--- src/rtl/keypad_scanner.sv ---
// keypad_scanner: 4x4 membrane keypad column scanner with row sampling,
// scan-level debounce and a single decoded-key output (c/r active-low
// one-hot, key_code, key_valid strobe, key_held level).
// Optional build macro KEYPAD_GHOST_REJECT_EN: when defined, any scan that
// sees two or more pressed keys yields no candidate at all.
module keypad_scanner #(
    parameter int SCAN_DIV       = 1000,
    parameter int DEBOUNCE_SCANS = 4
) (
    input  logic       clk,
    input  logic       reset,
    input  logic [3:0] row_in,
    output logic [3:0] col_drv,
    output logic [3:0] c,
    output logic [3:0] r,
    output logic [3:0] key_code,
    output logic       key_valid,
    output logic       key_held
);

    localparam int             DW         = (SCAN_DIV > 1) ? $clog2(SCAN_DIV) : 1;
    localparam logic [DW-1:0]  DWELL_LAST = DW'(SCAN_DIV - 1);
    localparam logic [3:0]     DEB        = 4'(DEBOUNCE_SCANS);
    // Candidate encoding: {none, code}; NONE is normalised so compares are exact.
    localparam logic [4:0]     CAND_NONE  = 5'h10;

    typedef enum logic [1:0] {IDLE, DEB_PRESS, PRESSED, DEB_RELEASE} state_t;

    state_t          state;
    logic [DW-1:0]   dwell;
    logic [1:0]      col;
    logic [1:0]      col_next;
    logic            sample;
    logic            scan_done;

    logic [3:0]      col_pressed;
    logic            col_hit;
    logic [1:0]      col_row;

    logic            acc_found;
    logic [3:0]      acc_code;
    logic            merged_found;
    logic [3:0]      merged_code;
    logic [4:0]      cand;
    logic            cand_none;

    logic [4:0]      prev_cand;
    logic [3:0]      stable_cnt;
    logic [3:0]      stable_next;

    assign sample    = (dwell == DWELL_LAST);
    assign scan_done = sample && (col == 2'd3);
    assign col_next  = col + 2'd1;

    // Column dwell counter and registered active-low column drive.
    always_ff @(posedge clk or negedge reset) begin
        if (!reset) begin
            dwell   <= '0;
            col     <= 2'd0;
            col_drv <= 4'b1110;
        end else if (sample) begin
            dwell   <= '0;
            col     <= col_next;
            col_drv <= ~(4'b0001 << col_next);
        end else begin
            dwell   <= dwell + DW'(1);
        end
    end

    // Decode the rows of the currently driven column; lowest row wins.
    always_comb begin
        col_pressed = ~row_in;
        col_hit     = |col_pressed;
        if (col_pressed[0])      col_row = 2'd0;
        else if (col_pressed[1]) col_row = 2'd1;
        else if (col_pressed[2]) col_row = 2'd2;
        else                     col_row = 2'd3;
        // Columns are visited in ascending order, so the first hit is the lowest code.
        merged_found = acc_found | col_hit;
        merged_code  = acc_found ? acc_code : {col, col_row};
    end

`ifdef KEYPAD_GHOST_REJECT_EN
    logic acc_multi;
    logic col_multi;
    logic merged_multi;

    // Track whether two or more keys were seen anywhere in the scan.
    always_comb begin
        col_multi    = (col_pressed & (col_pressed - 4'd1)) != 4'd0;
        merged_multi = acc_multi | col_multi | (acc_found & col_hit);
        cand_none    = !merged_found || merged_multi;
    end

    // Multi-key flag accumulates over one scan and clears at scan end.
    always_ff @(posedge clk or negedge reset) begin
        if (!reset)
            acc_multi <= 1'b0;
        else if (sample)
            acc_multi <= scan_done ? 1'b0 : merged_multi;
    end
`else
    assign cand_none = !merged_found;
`endif

    assign cand = cand_none ? CAND_NONE : {1'b0, merged_code};

    // Lowest pressed key seen so far in the current scan.
    always_ff @(posedge clk or negedge reset) begin
        if (!reset) begin
            acc_found <= 1'b0;
            acc_code  <= 4'd0;
        end else if (sample) begin
            acc_found <= scan_done ? 1'b0 : merged_found;
            acc_code  <= scan_done ? 4'd0 : merged_code;
        end
    end

    // Run length of identical scan candidates, saturating at 15.
    always_comb begin
        if (cand != prev_cand)
            stable_next = 4'd1;
        else if (stable_cnt == 4'd15)
            stable_next = 4'd15;
        else
            stable_next = stable_cnt + 4'd1;
    end

    // Previous candidate and its stability count, updated once per scan.
    always_ff @(posedge clk or negedge reset) begin
        if (!reset) begin
            prev_cand  <= CAND_NONE;
            stable_cnt <= 4'd0;
        end else if (scan_done) begin
            prev_cand  <= cand;
            stable_cnt <= stable_next;
        end
    end

    // Debounce FSM with registered key outputs; advances only at scan end.
    always_ff @(posedge clk or negedge reset) begin
        if (!reset) begin
            state     <= IDLE;
            c         <= 4'hF;
            r         <= 4'hF;
            key_code  <= 4'd0;
            key_valid <= 1'b0;
            key_held  <= 1'b0;
        end else begin
            key_valid <= 1'b0;
            if (scan_done) begin
                case (state)
                    IDLE, DEB_PRESS: begin
                        if (cand_none) begin
                            state <= IDLE;
                        end else if (stable_next >= DEB) begin
                            state     <= PRESSED;
                            key_code  <= merged_code;
                            c         <= ~(4'b0001 << merged_code[3:2]);
                            r         <= ~(4'b0001 << merged_code[1:0]);
                            key_valid <= 1'b1;
                            key_held  <= 1'b1;
                        end else if (state == DEB_PRESS && cand != prev_cand) begin
                            state <= IDLE;
                        end else begin
                            state <= DEB_PRESS;
                        end
                    end
                    PRESSED, DEB_RELEASE: begin
                        if (cand == {1'b0, key_code}) begin
                            state <= PRESSED;
                        end else if (cand_none && stable_next >= DEB) begin
                            state    <= IDLE;
                            c        <= 4'hF;
                            r        <= 4'hF;
                            key_held <= 1'b0;
                        end else begin
                            // A different key must first be released.
                            state <= DEB_RELEASE;
                        end
                    end
                    default: state <= IDLE;
                endcase
            end
        end
    end

endmodule

--- config.mk ---
export PLATFORM = sky130hd
export DESIGN_NAME = keypad_scanner
export DESIGN_NICKNAME = d
export VERILOG_FILES = /design/src/rtl/keypad_scanner.sv
export SDC_FILE = /design/constraint.sdc
export NUM_CORES = 1
export LEC_CHECK = 0
export ABC_CLOCK_PERIOD_IN_PS = 6500
export BUFFER_PORTS_ARGS = -buffer_cell sky130_fd_sc_hd__buf_2
export CORE_MARGIN = 1.5
export CORE_UTILIZATION = 30
export DETAILED_ROUTE_END_ITERATION = 16
export GPL_TIMING_DRIVEN = 0
export PLACE_DENSITY = 0.42
export SLEW_MARGIN = 5
export SYNTH_ARGS = -nofsm -noshare
export SYNTH_HDL_FRONTEND = slang
export SYNTH_SLANG_ARGS = --single-unit
--- constraint.sdc ---
create_clock -name clk -period 6.5 [get_ports clk]
set_clock_uncertainty 0.1 [all_clocks]
set_input_delay 0.325 -clock clk [delete_from_list [all_inputs] [get_ports clk]]
set_output_delay 0.325 -clock clk [all_outputs]
set_load 0.05 [all_outputs]
==> summary.md, run 1 <==
| Metric | Value |
|---|---|
| Outcome | completed |
| Fmax | about 0.38 GHz |
| Max-cap viol count | 0 |
| WL met2 | about 2200 um |
| Type of the worst setup path | flop to flop |
| Setup TNS | 0 ns |
| CP arrival | around 2.8 ns |
| Hold buffers post-CTS | 0 |
| Layout area overhead | 14.6% |
| RSZ-0062 raised after global routing | no |
| Crit Path Max Fanout | 8 |
| Finished Cell Area | ~0.0026 mm^2 |
| Clock transition at path regs | 0.09 ns |
| Detailed-router iteration count before antenna repair | 4 |
| # DRC | 0 |
| Vias post-DR | between 1500 and 2000 |
| Lkg Pwr | between 1 and 1.5 nW |
| GRT Overall Usage | between 10% and 20% |
| Starting Density | a little under a third |
| Peak VDD IR | approximately 0.074 mV |
| Top Metal Used | met4 |
| I/O pin count | 24 |
| Vias in the first global route | roughly 1700 |
| Slew headroom | roughly a third |
| Dpl cell area | around 0.0025 mm^2 |
| Final core occ | a little over a third |
| Post-synthesis async set-or-reset flop share | 100% |
| # diodes | 0 |
| Clk buf depth | 2 |
| Final Power | about 470 uW |
| H-tree levels | 2 |
| Layout net count | 266 |
| Core Box Area | between 0.007 and 0.008 mm^2 |
| # Post-CTS Setup Buffers | 0 |
| Pwr Density | about 180 mW/mm^2 |
| Setup crit start kind | flop |
| Dpl ws | 3.80 ns |
| Initial drt markers | ~100 |
| Synth Area per Inst | ~10 um^2 |
| TritonCTS Sinks | 45 |
| Wl on met1 | about 2500 um |
| Port buffer count | 23 |
| Via density | roughly 4.8 |
| Synth Flop Type | dfrtp_1 |
| Drt total wl | around 4800 um |
| Final Max Slew Viols | 0 |
| Pin count of the biggest net entering global routing | 46 |
| Mapped cell area | 0.00228 mm^2 |
| Critical Path RT | roughly 6.6 ns |
| DIE HEIGHT | approximately 90 um |
| GPL Wtd Cong | approximately 0.75 |
| Nature of the critical path endpoint | flop |
| Seq/Total Area, Yosys | approximately 50% |
| Total die area | slightly above 0.008 mm^2 |
| CTS tree | done |
| Initial antenna violation count | 0 |
| Final min period | 2.64 ns |
| Rows | 31 |
| Register bit count reported by yosys | 45 |
| Total CTS buffers | 5 |
| Fin. Hold Viols | 0 |
| Clk_lat worst skew | roughly 0.29 ns |
| Gr ovfl total | 0 |
| Cells after Synth | 224 |
| Post-route setup slack | 3.86 ns |
| DPL Wire Length | ~3400 um |
| Cts repair resizes | 0 |
| Placed Cells incl. Taps | roughly 350 |
| Die W | between 90 and 100 um |
| First-pass GRT wire length | approximately 8400 um |
| CTS root buf | clkbuf_8 |
| Share of cells above drive strength 1 | approximately a quarter |
| Post-route ant nets | 0 |
| Worst hold margin | approximately 0.095 ns |
| WL/cell | 13.7 um |
| Cell Count, Final, Fillers Out | 354 |
| WL met3 | 117 um |
| Fin crit share | roughly two fifths |
| Yosys cell types | between 40 and 50 |
| Syn_nets | about 240 |
| Yosys warning count | 0 |
| EDFF count, synth | 0 |
| Final setup viols | 0 |
| Worst-margin pin slew | approximately 1.0 ns |
| Hold/Removal Path Class | primary input to asynchronous set/reset pin |
-- report_power, final --
part	switching [mW]	internal, mW
logic	0.00674	0.00138
clock network	0.0950	0.0866
registers	0	0.280
total	0.102	0.368
-- flip-flops by register name, summed over array words and instances (netlist names) --
register	flops
key_valid	1
r	4
stable_cnt	4
col	2
key_code	4
col_drv	4
c	4
acc_found	1
prev_cand	5
acc_code	4
key_held	1
state	1
dwell	10
-- per-layer routing --
layer  GRT usage [%]  vias to the layer above
met1            17.7                      829
met2            20.1                       16
met4            2.91                        0
met3            2.62                        2
li1                -                      845
met5               0                        -
-- critical path, cell delays in order (launching register included) --
cell	delay, ns
dfrtp_1	0.39
ha_1	0.24
nand2_1	0.09
nor4_1	0.48
nand2_1	0.31
nor2_1	0.24
and3_1	0.21
buf_4	0.18
mux2_2	0.34
-- cell usage after synthesis, types with 2 or more instances --
library cell / n / area share, %
o21ai_1: 2 / 0.44
a31oi_1: 2 / 0.55
nor2b_1: 2 / 0.55
nand2_1: 37 / 6.1
a21oi_1: 12 / 2.6
clkbuf_1: 5 / 0.82
nand3_1: 5 / 1.1
nor4_1: 3 / 0.82
buf_4: 2 / 0.66
nand4_1: 2 / 0.55
o21ai_0: 9 / 2.0
and3_1: 8 / 2.2
dfrtp_1: 33 / 36
nand2b_1: 2 / 0.55
nor2_1: 20 / 3.3
xnor2_1: 5 / 1.9
and2_1: 3 / 0.82
xor2_1: 4 / 1.5
mux2i_1: 2 / 0.88
ha_1: 6 / 3.3
nor3_1: 3 / 0.66
dfstp_2: 12 / 14
mux2_2: 14 / 6.9
inv_1: 4 / 0.66
o31ai_1: 10 / 3.3
-- cell type report --
| class | instances | area (um^2) |
|---|---|---|
| multi-input combinational | 166 | 1080 |
| clock buffer | 7 | 86.3 |
| tap | 99 | 124 |
| buffer | 9 | 48.8 |
| timing repair buffer | 23 | 115 |
| inverter | 4 | 15.0 |
| fill | 777 | 4680 |
| sequential | 45 | 1140 |
| clock inverter | 1 | 7.51 |
-- path summary, 6_finish.rpt --
kind | to | depth (start not counted) | slack (ns) | startpoint
setup / recovery | c[3] | 8 | 3.86 | dwell[0]
hold / removal | dwell[1] | 1 | 0.09 | reset
setup reg to reg | c[3] | 8 | 3.86 | dwell[0]
hold reg to reg | dwell[0] | 1 | 0.38 | dwell[0]
max in group asynchronous | prev_cand[0] | 1 | 5.58 | reset
min in group clk | dwell[0] | 1 | 0.38 | dwell[0]
-- cell families (layout without fill, tap and decap cells) --
kind of cell	after synthesis	after routing	share of synthesized area, %
buffers and inverters	13	44	2.79
flip-flops	45	45	50.0
AO/OA/AOI/OAI	44	44	13.0
adder cells (fa/ha/maj)	6	6	3.29
XOR/XNOR	9	9	3.45
multiplexers	16	16	7.78
AND/OR/NAND/NOR	91	91	19.7
-- placed cells by master, fill, tap and decap left out, types with 2 or more instances in the layout --
cell | Yosys | layout
a21oi_1 | 12 | 12
and2_1 | 3 | 3
xnor2_1 | 5 | 5
mux2_2 | 14 | 14
nor3_1 | 3 | 3
nand3_1 | 5 | 5
and3_1 | 8 | 8
nand2_1 | 37 | 37
nor2_1 | 20 | 20
inv_1 | 4 | 4
o21ai_1 | 2 | 2
ha_1 | 6 | 6
nand4_1 | 2 | 2
clkbuf_1 | 5 | 6
o31ai_1 | 10 | 10
o21ai_0 | 9 | 9
xor2_1 | 4 | 4
buf_4 | 2 | 2
nor2b_1 | 2 | 2
nor4_1 | 3 | 3
nand2b_1 | 2 | 2
dfrtp_1 | 33 | 33
buf_2 | 0 | 23
clkbuf_8 | 0 | 6
dfstp_2 | 12 | 12
mux2i_1 | 2 | 2
a31oi_1 | 2 | 2
Note: power is estimated with default switching activity, not from simulation.
==> run 2, diff against run 1 <==
ABC_AREA = 1   (was default)
ABC_CLOCK_PERIOD_IN_PS = 2600   (was 6500)
clock period = 2.6 ns   (was 6.5 ns; I/O delays follow)
==> run 2 against run 1 <==
  * Clock power grew 130%
  * Die area grew 1.0%
  * Synthesized cell count grew 17%
  * Routed wire length shrank 3.5%
  * Global-route usage shrank 0.43 points
  * Clock-buffer cell count shrank 1
  * Synthesized area grew 1.0%
  * Flip-flop and latch count is the same
  * Utilization grew 0.12 points
  * Cell count grew 11%
  * Critical path depth grew 3
  * Critical endpoint is now key_code[0]
  * Largest cell class unchanged
==> summary.md, run 2 <==
| Metric | Value |
|---|---|
| Post-synthesis async set-or-reset flop share | between 90% and 100% |
| Die W | approximately 90 um |
| Via density | ~4.4 |
| RSZ-0062 raised after global routing | no |
| Share of cells above drive strength 1 | ~26% |
| Synth Flop Type | dfrtp_1 |
| Post-route ant nets | 0 |
| Final Max Slew Viols | 0 |
| Rows | 31 |
| Reg2reg path depth | 11 |
| Peak VDD IR | approximately 0.19 mV |
| Final min period | 2.19 ns |
| GPL Wtd Cong | 0.758 |
| Initial antenna violation count | 0 |
| Dominant cell type by area after synthesis | dfrtp_1 |
| Setup crit start kind | flop |
| Top cell type's share of synthesized area | 35.8% |
| Slew headroom | 31.4% |
| I/O pin count | 24 |
| Clock power share | 36.8% |
| Top cell by count, worst path | nor3_4 |
| Synth top cells by count | nand2_1, dfrtp_1, inv_1 |
| CTS tree | done |
| Initial drt markers | a little under 70 |
| Vias in the first global route | about 1600 |
| Area contributors post-synth | dfrtp_1, dfstp_2, nand2_1 |
| Outcome | completed |
| Slowest stage delay, CP | between 0.3 and 0.4 ns |
| Seq/Total Area, Yosys | roughly half |
| CP cell instances | ha_1, nand2_1, nor3_4, nand3_4, nor2_4, inv_2, nor3_4, nand2_4, buf_6, nand2_2, o21ai_2 |
| Mapped cell area | ~0.0023 mm^2 |
| R2r endpoint | key_code[0] |
| Lkg Pwr | about 1.4 nW |
| Fin. Hold Viols | 0 |
| Worst-margin pin slew | 1.03 ns |
| Cell Count, Final, Fillers Out | just under 400 |
| Total CTS buffers | 5 |
| Hold buffers post-CTS | 1 |
| Yosys cell types | 28 |
| Critical Path RT | ~2.7 ns |
| Synth Area per Inst | roughly 8.8 um^2 |
| Largest register FFs | 10 |
| Port buffer count | 23 |
| Hold/Removal Path Class | primary input to flop |
| Core Box Area | about 0.0073 mm^2 |
| Top reg by flops | dwell |
| Hold Crit Depth | 6 |
| Drt total wl | about 4700 um |
| Vias post-DR | approximately 1700 |
| Clk buf depth | 2 |
| Cells after Synth | roughly 260 |
| Leading cell type in the layout, fill and taps excluded | nand2_1 |
| Layout area overhead | 14.4% |
| Fmax | 0.456 GHz |
| GRT Overall Usage | between 10% and 20% |
| WL/cell | 11.9 um |
| # DRC | 0 |
| TritonCTS Sinks | between 40 and 50 |
| EDFF count, synth | 0 |
| Final Power | around 1.1 mW |
| # diodes | 0 |
| Syn_nets | 273 |
| Worst Path Buf+Inv | 2 |
| Internal Power | between 800 and 900 uW |
| Count leader, synth | nand2_1 |
| H-tree levels | 2 |
| Type of the worst setup path | flop to flop |
| # Post-CTS Setup Buffers | 0 |
| Sw Share | around 22% |
| Register bit count reported by yosys | 45 |
| Most frequent cells in the layout | nand2_1, dfrtp_1, inv_1 |
| R2r setup slk | 0.41 ns |
| Pin count of the biggest net entering global routing | 46 |
| Detailed-router iteration count before antenna repair | 4 |
| Max-cap viol count | 0 |
| Slowest cell on the critical path | dfrtp_1 |
| Gr ovfl total | 0 |
| Crit Reg-Reg Startpoint | dwell[0] |
| Setup TNS | 0 ns |
| Final setup viols | 0 |
| Cts repair resizes | 0 |
| DPL Wire Length | 3300 um |
| Yosys warning count | 0 |
| Hold Path End | prev_cand[0] |
| DIE HEIGHT | 90.7 um |
| Fin crit share | around 84% |
| Clock transition at path regs | about 0.080 ns |
| Delay-heaviest family, CP | simple AND/OR/NAND/NOR gates |
| Flop pwr share | 61.2% |
| Pwr Density | approximately 430 mW/mm^2 |
| Min-delay src | row_in[3] |
| CP arrival | 2.28 ns |
| Crit Path Max Fanout | 10 |
| First-pass GRT wire length | 7910 um |
| Largest regs | dwell (10), prev_cand (5) |
| CTS root buf | clkbuf_8 |
| Layout net count | between 300 and 400 |
| Logic pwr share | roughly 2% |
| Switch Pwr | ~250 uW |
| Nature of the critical path endpoint | flop |
| Number of fill cells | ~770 |
| Placed Cells incl. Taps | around 380 |
| Starting Density | 31.5% |
| Total die area | a little over 0.008 mm^2 |
| Clk_lat worst skew | approximately 0.3 ns |
## run 2: worst max-delay path by stage
| stage | to | cells past startpoint | slack, ns | start |
|---|---|---|---|---|
| floorplan | key_code[1] | 11 | 0.68 | dwell[0] |
| global placement | key_code[1] | 11 | 0.36 | dwell[0] |
| detailed placement | key_code[1] | 11 | 0.35 | dwell[0] |
| CTS | key_code[1] | 11 | 0.34 | dwell[0] |
| global route | key_code[1] | 11 | 0.20 | dwell[0] |
| finish | key_code[0] | 11 | 0.41 | dwell[0] |
## run 2: metal layers
layer  part of all wire [%]  GRT usage (%)
met5                      0              0
met4                    1.5           5.56
met3                    3.4           3.03
met2                     44           19.0
met1                     51           16.0
## run 2: cell families after synthesis
kind of cell | Yosys count | share of synthesized area (%)
buf+inv | 41 | 7.65
simple gates | 131 | 29.2
flops | 45 | 49.5
xor+xnor | 2 | 0.759
fa+ha+maj | 6 | 3.25
compound gates | 36 | 9.65
## run 2: layout make-up
type                       instances  area (um^2)  share of cell area, %
inverter                          36          135                   5.12
multi-input combinational        175          990                   37.5
timing repair buffer              24          125                   4.74
clock inverter                     2         10.0                  0.379
sequential                        45         1140                   43.2
buffer                             5         41.3                   1.56
tap                               99          124                   4.69
clock buffer                       6         72.6                   2.75
## run 2: worst register-to-register path, stage by stage, from the launching register on
cell and delay (ns):
dfrtp_1 0.38, ha_1 0.19, nand2_1 0.12, nor3_4 0.17, nand3_4 0.19, nor2_4 0.25, inv_2 0.13, nor3_4 0.16
nand2_4 0.13, buf_6 0.18, nand2_2 0.07, o21ai_2 0.04
## run 2: through the flow
step                hold slack [ns]  util [%]  setup slack, ns  cell area [um^2]
floorplan                    -0.266         -            0.679              2310
global placement              0.286      34.7            0.364              2550
detailed placement            0.288      34.7            0.346              2550
CTS                           0.197      36.0            0.337              2640
global route                  0.263      36.0            0.197              2640
finish                        0.195      36.0            0.408              2640
## run 2: power by group through the flow
stage                     logic, mW  registers, mW  clock network (mW)
after floorplan             0.00271          0.714                   0
after global placement       0.0236          0.713                   0
after detailed placement     0.0236          0.713                   0
after CTS                    0.0245          0.700               0.451
after global routing         0.0270          0.700               0.475
final                        0.0226          0.700               0.422
==> run 3, diff against run 2 <==
ABC_CLOCK_PERIOD_IN_PS = 2100   (was 2600)
clock period = 2.1 ns   (was 2.6 ns; I/O delays follow)
==> run 3 against run 2 <==
  * Non-clock buffer count up 12
  * Via count up 4.1%
  * Utilization up 2.3 points
  * Cell area up 6.3%
  * Routed wire length up 9.6%
  * First-iteration DRC count up 22%
  * Cell count up 3.3%
  * Register-to-register slack worse by 0.34 ns
  * Clock-buffer cell count unchanged
  * Total power up 24%
  * Critical path depth up 1
  * Clock power up 23%
  * Critical endpoint unchanged
  * Highest routed layer unchanged
==> summary.md, run 3 (synthesized netlist as in run 2, its figures left out) <==
| Metric | Value |
|---|---|
| Gr ovfl total | 0 |
| Max-cap viol count | 0 |
| Final setup viols | 0 |
| Peak VDD IR | roughly 0.23 mV |
| Vias in the first global route | roughly 1700 |
| Min-delay src | row_in[3] |
| Die W | slightly above 90 um |
| Outcome | completed |
| Lkg Pwr | 1.41 nW |
| Total CTS buffers | 5 |
| First-pass GRT wire length | 7990 um |
| GRT Overall Usage | between 10% and 20% |
| Pin count of the biggest net entering global routing | 46 |
| Hold Crit Depth | 6 |
| Slew headroom | between 30% and 40% |
| # diodes | 0 |
| Fin. Hold Viols | 0 |
| Largest regs | dwell (10), prev_cand (5) |
| Critical Path RT | between 2 and 2.5 ns |
| Most frequent cells in the layout | nand2_1, dfrtp_1, inv_1 |
| GPL Wtd Cong | 0.758 |
| CTS root buf | clkbuf_8 |
| DIE HEIGHT | 90.7 um |
| Type of the worst setup path | flop to flop |
| Post-route setup slack | between 0.06 and 0.07 ns |
| WL/cell | between 10 and 15 um |
| Nature of the critical path endpoint | flop |
| Initial drt markers | between 80 and 90 |
| Worst-margin pin slew | 1.01 ns |
| Clk buf depth | 2 |
| Largest register FFs | 10 |
| Total die area | slightly above 0.008 mm^2 |
| RSZ-0062 raised after global routing | yes |
| Clock transition at path regs | 0.09 ns |
| Number of fill cells | 756 |
| Crit Reg-Reg Startpoint | acc_found |
| DPL Wire Length | 3300 um |
| Leading cell type in the layout, fill and taps excluded | nand2_1 |
| Setup TNS | 0 ns |
| R2r endpoint | key_code[0] |
| Detailed-router iteration count before antenna repair | 4 |
| Port buffer count | 23 |
| Fmax | approximately 0.5 GHz |
| Setup crit start kind | flop |
| Via density | 4.43 |
| Placed Cells incl. Taps | around 380 |
| I/O pin count | 24 |
| # DRC | 0 |
| Rows | 31 |
| Final Max Slew Viols | 0 |
| Vias post-DR | 1795 |
| Share of cells above drive strength 1 | between 30% and 40% |
| Setup crit start | acc_found |
| Starting Density | 31.5% |
| Core Box Area | approximately 0.0073 mm^2 |
| Final min period | around 2 ns |
| Crit Path Max Fanout | 7 |
| R2r setup slk | between 0.06 and 0.07 ns |
| Top reg by flops | dwell |
| Layout area overhead | 21.5% |
| Fin crit share | 96.7% |
| Hold Path End | prev_cand[0] |
| Post-route ant nets | 0 |
| Hold/Removal Path Class | primary input to flop |
| Worst hold margin | ~0.19 ns |
| H-tree levels | 2 |
| TritonCTS Sinks | 45 |
| Reg2reg path depth | 12 |
| Cell Count, Final, Fillers Out | just over 400 |
| Dpl ws | -0.154 ns |
| Drt total wl | 5120 um |
| CP arrival | 2.12 ns |
| Pwr Density | around 500 mW/mm^2 |
| Clk_lat worst skew | approximately 0.3 ns |
| Layout net count | ~320 |
| CTS tree | done |
| Initial antenna violation count | 0 |
run 3: worst max-delay path by stage:
stage / endpoint / slack [ns]
2_1_floorplan: key_code[1] / 0.18
3_3_place_gp: key_code[1] / -0.14
3_5_place_dp: key_code[1] / -0.15
4_1_cts: key_code[1] / 0.002
5_1_grt: r[0] / -0.06
6_report: key_code[0] / 0.07
run 3: through the flow:
step | total power, mW | instance area [um^2] | utilization (%)
2_1_floorplan | 0.887 | 2310 | -
3_3_place_gp | 0.912 | 2550 | 34.7
3_5_place_dp | 0.912 | 2550 | 34.7
4_1_cts | 1.46 | 2660 | 36.2
5_1_grt | 1.49 | 2800 | 38.2
6_report | 1.42 | 2800 | 38.2
run 3: timing repair:
item,4_1_cts,5_1_grt
setup endpoints to repair,17,15
resized for setup,1,12
cloned,0,4
buffers inserted,2,7
endpoints found under the hold margin,33,0
hold buffers,1,0
pin swaps,2,11
run 3: layout make-up:
type / instances / area [um^2] / area share [%]
flip-flops and latches: 45 / 1140 / 40.7
multi-input cells: 176 / 1040 / 36.9
repair buffers: 36 / 231 / 8.26
inverters: 36 / 139 / 4.95
well taps: 99 / 124 / 4.42
clock buffers: 6 / 72.6 / 2.59
plain buffers: 5 / 50.0 / 1.78
clock inverters: 2 / 10.0 / 0.357
run 3: metal layers:
metal	wire length [um]	up-vias	track usage, %	share of wire, %
li1	-	924	-	-
met1	2440	838	16.1	48
met2	2440	27	19.3	48
met3	159	6	3.03	3.1
met4	84	0	5.56	1.6
met5	0	-	0	0
run 3: critical path: stages (launching register included):
cell and delay (ns):
dfrtp_1 0.40, buf_6 0.15, nor2_4 0.10, nand2_4 0.08
clkinvlp_4 0.16, nand2_1 0.08, a21oi_2 0.20, nand3_2 0.12
nand2_4 0.16, nand2_8 0.10, buf_12 0.16, nand2_2 0.05
o21ai_2 0.05
run 3: where the power goes:
| group | internal, mW | total, mW | switching (mW) |
|---|---|---|---|
| clock | 0.231 | 0.520 | 0.289 |
| combinational | 0.00569 | 0.0278 | 0.0221 |
| sequential | 0.867 | 0.867 | 0 |
| total | 1.10 | 1.42 | 0.311 |
